### src/rtl/usb_upload_framer.sv
// rtl/usb_upload_framer.sv - frames command/length/payload bytes onto the USB bulk IN upload stream; checksum byte enabled by macro UPLOAD_CHECKSUM_EN
module usb_upload_framer #(
    parameter int          PACE_DIV = 1,
    parameter logic [15:0] MAX_LEN  = 16'd4096
) (
    input  logic        i_clk,
    input  logic        i_reset,
    input  logic        i_start,
    input  logic [7:0]  i_cmd,
    input  logic [15:0] i_len,
    input  logic [7:0]  i_pl_data,
    input  logic        i_pl_valid,
    output logic        o_pl_ready,
    output logic [7:0]  o_upload_data,
    output logic        o_upload_valid,
    output logic        o_busy,
    output logic        o_done,
    output logic        o_err
);

    typedef enum logic [3:0] {
        IDLE,
        HDR0,
        HDR1,
        CMD,
        LENH,
        LENL,
        PAYLOAD,
        CSUM,
        DONE
    } state_t;

    // Pace counter reload: number of idle cycles that must follow a strobe.
    localparam logic [7:0] PACE_RELOAD = 8'(PACE_DIV - 1);

    // State that follows the last data-carrying byte of the frame.
`ifdef UPLOAD_CHECKSUM_EN
    localparam state_t TAIL = CSUM;
`else
    localparam state_t TAIL = DONE;
`endif

    state_t      state;
    state_t      state_next;
    logic [7:0]  cmd_q;
    logic [15:0] len_q;
    logic [15:0] remaining;
    logic [7:0]  pace_cnt;
    logic [7:0]  pace_next;
    logic        hold_valid;
    logic [7:0]  hold_data;
    logic        err_q;
`ifdef UPLOAD_CHECKSUM_EN
    logic [7:0]  csum_q;
`endif

    logic        pace_ok;
    logic        strobe;
    logic [7:0]  strobe_data;
    logic        ready;
    logic        accept;
    logic        start_ok;
    logic        start_bad;

    assign start_ok  = (state == IDLE) && i_start && (i_len <= MAX_LEN);
    assign start_bad = (state == IDLE) && i_start && (i_len > MAX_LEN);

    // Next-state, strobe selection, pacing and payload handshake.
    // A payload byte is accepted in the cycle before its strobe slot, so ready
    // is raised whenever the next cycle is a PAYLOAD slot the pace counter
    // allows -- including the LENL strobe cycle, which keeps PACE_DIV=1 frames
    // gap-free. A strobe in the reset cycle is suppressed so an aborted frame
    // emits nothing more.
    always_comb begin
        state_next  = state;
        strobe      = 1'b0;
        strobe_data = 8'h00;
        pace_ok     = (pace_cnt == 8'd0);
        case (state)
            IDLE: begin
                if (start_ok) begin
                    state_next = HDR0;
                end
            end
            HDR0: begin
                if (pace_ok) begin
                    strobe      = 1'b1;
                    strobe_data = 8'hAA;
                    state_next  = HDR1;
                end
            end
            HDR1: begin
                if (pace_ok) begin
                    strobe      = 1'b1;
                    strobe_data = 8'h55;
                    state_next  = CMD;
                end
            end
            CMD: begin
                if (pace_ok) begin
                    strobe      = 1'b1;
                    strobe_data = cmd_q;
                    state_next  = LENH;
                end
            end
            LENH: begin
                if (pace_ok) begin
                    strobe      = 1'b1;
                    strobe_data = len_q[15:8];
                    state_next  = LENL;
                end
            end
            LENL: begin
                if (pace_ok) begin
                    strobe      = 1'b1;
                    strobe_data = len_q[7:0];
                    state_next  = (len_q == 16'd0) ? TAIL : PAYLOAD;
                end
            end
            PAYLOAD: begin
                if (hold_valid && pace_ok) begin
                    strobe      = 1'b1;
                    strobe_data = hold_data;
                    if (remaining == 16'd0) begin
                        state_next = TAIL;
                    end
                end
            end
`ifdef UPLOAD_CHECKSUM_EN
            CSUM: begin
                if (pace_ok) begin
                    strobe      = 1'b1;
                    strobe_data = csum_q;
                    state_next  = DONE;
                end
            end
`endif
            DONE: begin
                state_next = IDLE;
            end
            default: begin
                state_next = IDLE;
            end
        endcase

        if (i_reset) begin
            strobe      = 1'b0;
            strobe_data = 8'h00;
        end

        if (strobe) begin
            pace_next = PACE_RELOAD;
        end else if (pace_cnt != 8'd0) begin
            pace_next = pace_cnt - 8'd1;
        end else begin
            pace_next = 8'd0;
        end

        ready  = !i_reset && (state_next == PAYLOAD) && (pace_next == 8'd0)
                 && (remaining != 16'd0);
        accept = ready && i_pl_valid;
    end

    assign o_upload_valid = strobe;
    assign o_upload_data  = strobe_data;
    assign o_pl_ready     = ready;
    assign o_busy         = (state != IDLE) && (state != DONE);
    assign o_done         = (state == DONE);
    assign o_err          = err_q;

    // Frame state, captured header fields, payload holding register and pace counter.
    // The pace counter keeps running across frame boundaries, so a start that
    // follows a frame within PACE_DIV cycles waits for the spacing to expire.
    always_ff @(posedge i_clk) begin
        if (i_reset) begin
            state      <= IDLE;
            cmd_q      <= 8'h00;
            len_q      <= 16'd0;
            remaining  <= 16'd0;
            pace_cnt   <= 8'd0;
            hold_valid <= 1'b0;
            hold_data  <= 8'h00;
            err_q      <= 1'b0;
        end else begin
            state      <= state_next;
            pace_cnt   <= pace_next;
            err_q      <= start_bad;
            hold_valid <= accept;
            if (start_ok) begin
                cmd_q     <= i_cmd;
                len_q     <= i_len;
                remaining <= i_len;
            end else if (accept) begin
                remaining <= remaining - 16'd1;
            end
            if (accept) begin
                hold_data <= i_pl_data;
            end
        end
    end

`ifdef UPLOAD_CHECKSUM_EN
    // Running modulo-256 sum over cmd, both length bytes and every accepted payload byte.
    always_ff @(posedge i_clk) begin
        if (i_reset) begin
            csum_q <= 8'h00;
        end else if (start_ok) begin
            csum_q <= i_cmd + i_len[15:8] + i_len[7:0];
        end else if (accept) begin
            csum_q <= csum_q + i_pl_data;
        end
    end
`endif

endmodule

### config.mk
export PLATFORM = sky130hd
export DESIGN_NAME = usb_upload_framer
export DESIGN_NICKNAME = d
export VERILOG_FILES = /design/src/rtl/usb_upload_framer.sv
export SDC_FILE = /design/constraint.sdc
export NUM_CORES = 1
export LEC_CHECK = 0
export ABC_AREA = 1
export ABC_CLOCK_PERIOD_IN_PS = 2680
export CELL_PAD_IN_SITES_DETAIL_PLACEMENT = 0
export CELL_PAD_IN_SITES_GLOBAL_PLACEMENT = 1
export CORE_MARGIN = 4
export CORE_UTILIZATION = 39
export DETAILED_ROUTE_END_ITERATION = 7
export GPL_ROUTABILITY_DRIVEN = 0
export PLACE_DENSITY_LB_ADDON = 0.12
export SETUP_SLACK_MARGIN = 0.15
export SYNTH_ARGS = -nofsm -noshare
export SYNTH_HDL_FRONTEND = slang
export SYNTH_SLANG_ARGS = --single-unit
### constraint.sdc
create_clock -name i_clk -period 2.68 [get_ports i_clk]
set_input_delay 0.402 -clock i_clk [delete_from_list [all_inputs] [get_ports i_clk]]
set_output_delay 0.402 -clock i_clk [all_outputs]
set_load 0.01 [all_outputs]
==> flow_summary.toml <==
[routing]
vias = 3651
via_per_inst = 5.06
wl_mm = 10.3
dr.pass1.iters = 4
wire_per_inst_um = 14.3
route.detailed.drc = 0
drt_iter0_drc = 115
antenna_left = 0

[synth]
synth.distinct_cells = 40
synthFlopType = "dfxtp_1"
synth-edff-count = 0
ys_seq_elements = 62
synth_warnings = 0
syn-num-nets = 556
syn_area_per_cell_sq_um = 6.76
netlist_area_sq_um = 3500
ys_seq_area_frac = 0.354
synth_cells = 518
synthArstFlopShare = 0

[cells_and_area]
final_area_sq_um = 4700
final_cell_mix = "104 x nand2_1, 67 x nor2_1, 55 x dfxtp_1, 53 x inv_1, 45 x buf_4"
layout_commonest_cell = "nand2_1"
diodes = 0
drive_gt1_frac = 0.233
fillers = 874
area_growth_pct = 34.1
stdcell_count = 721
final_nets = 646
multiInputGateArea_sq_um = 2040
seq_area_sq_um = 1250

[clock_tree]
cts_num_sinks = 62
cts_htree_levels = 3
ctsHoldBuffers = 0
clockBufferDepth = 2
cts_root_buf = "clkbuf_8"
cts_tree = "yes"
numCtsBuffers = 9
clk_latency_ns = 0.34
cts.clk_slew.worst_paths_ns = 0.07

[placement]
port-buffer-count = 48
placedCellCount = 696
dp_hpwl_mm = 7.51
placed_area_sq_um = 4330

[grt]
gr-total-overflow = 0
grt_pass1_wl_mm = 16.6
grt_start_max_net_pins = 57
grt.total_usage = 0.201
grt_pass1_vias = 3453
antenna_found_initial = 0

[critical_path]
crit_arrival_ns = 2.22
cp_slowest_stage_delay_ns = 0.32
crit_required_ns = 2.28
r2r_start = "pace_cnt[1]"
cp-start-kind = "register"
crit_path_start = "remaining[0]"
path_class = "reg2out"
path_max_fanout = 3
r2r_slack_ns = 0.33
end_kind = "output port"
slowest_stage = "dfxtp_2"
cp_cell_sequence = "inv_1 > ha_2 > nand2_2 > nor2_1 > nand3_2 > buf_4 > o21bai_2 > and2_4 > nand2_1 > nand4_1 > nor4_2 > buf_2"

[timing]
worst_pin_slew_ns = 0.767
setup_violations = 0
relSlewSlack = 0.483
layout_min_cycle_time_ns = 2.62
tns_ns = 0
fin_skew_ns = 0.0141
hold_slack_ns = 0.453
fmax_mhz = 381
hold_violations = 0
rsz0062_at_grt = "true"
final.period_utilization = 0.978
drv_slew = 0

[min_path]
hold_start = "i_reset"
hold_path.class = "in2reg"

[floorplan]
die_x_um = 103
fp.dieArea_sq_um = 10600
rows = 34
die_h_um = 103
io-pin-count = 49
core-area_sq_um = 8720
start_util = 0.402

[run]
maxCapViolations = 0

[power_and_ir_drop]
p_per_area_nw_per_um2 = 792
p_leak_nw = 1.99
ir_drop_v = 0.000371
total_power_mw = 3.72

[run_status]
status = "completed"
==> critical path: cells and delay by family (launching register included) <==
family                     cells  cell delay (ns)
AOI/OAI and AO/OA              1             0.15
adders and majority gates      1             0.19
buffers and inverters          3             0.38
DFF                            1             0.32
and+or+nand+nor                7             0.83
==> per-stage QoR <==
step / setup slack [ns] / utilization
after global routing: -0.0977 / 0.538
after CTS: -0.0236 / 0.521
after floorplan: 0.523 / -
after detailed placement: -0.0642 / 0.496
final: 0.0587 / 0.538
after global placement: -0.0356 / 0.496
==> path summary, 6_finish.rpt <==
check                 end  depth (start not counted)
min              state[2]                          4
max reg2reg  remaining[8]                         16
min reg2reg  hold_data[6]                          2
max            o_pl_ready                         12
==> logic make-up (layout without fill, tap and decap cells) <==
| logic type | after synthesis | count (layout) | synth area share |
|---|---|---|---|
| adder cells (fa/ha/maj) | 2 | 2 | 0.00714 |
| AND/OR/NAND/NOR | 266 | 267 | 0.352 |
| XOR/XNOR | 8 | 8 | 0.0200 |
| buffers and inverters | 80 | 174 | 0.0947 |
| AO/OA/AOI/OAI | 100 | 100 | 0.171 |
| flip-flops | 62 | 62 | 0.354 |
==> what timing repair did <==
| item | CTS | global route |
|---|---|---|
| cloned | 1 | 0 |
| pin swaps | 2 | 13 |
| resized for setup | 31 | 40 |
| buffers inserted | 2 | 6 |
| endpoints found under the setup margin | 10 | 27 |
==> synthesized netlist by cell type, types with 3 or more instances <==
master | instances | share of area
nand2_1 | 109 | 0.12
nor2_1 | 71 | 0.076
dfxtp_1 | 62 | 0.35
inv_1 | 57 | 0.061
nand3_1 | 34 | 0.049
o21ai_0 | 32 | 0.046
a21oi_1 | 31 | 0.044
clkbuf_1 | 14 | 0.015
nand2_2 | 14 | 0.025
nand4_1 | 14 | 0.025
o22ai_1 | 12 | 0.021
a21oi_2 | 10 | 0.025
nor3_1 | 7 | 0.010
a22oi_1 | 5 | 0.011
xor2_1 | 5 | 0.013
nand3_2 | 4 | 0.011
o2111ai_1 | 4 | 0.010
nor2_2 | 3 | 0.0054
xnor2_1 | 3 | 0.0075
==> registers in the layout (all words and copies together), names as in the netlist <==
signal / flops
len_q: 16
remaining: 16
cmd_q: 8
hold_data: 8
pace_cnt: 8
state: 4
hold_valid: 1
o_err: 1
==> layer usage <==
layer  vias up  wire length, um  track usage
li1       1893                -            -
met1      1666             4560        0.252
met2        76             5120        0.347
met3        16              423       0.0277
met4         0              195       0.0787
met5         -                0            0
==> area by class of cell <==
type / count / area share
clock inverters: 6 / 0.0131
flip-flops and latches: 62 / 0.266
multi-input cells: 377 / 0.435
clock buffers: 10 / 0.0293
repair buffers: 96 / 0.176
well taps: 108 / 0.0288
inverters: 62 / 0.0522
==> power by group <==
group	switching (mW)	internal, mW	total [mW]
Sequential	0.0729	1.01	1.08
Clock	0.378	0.451	0.829
Combinational	1.08	0.726	1.81
Total	1.53	2.19	3.72
Note: power is estimated with default switching activity, not from simulation.
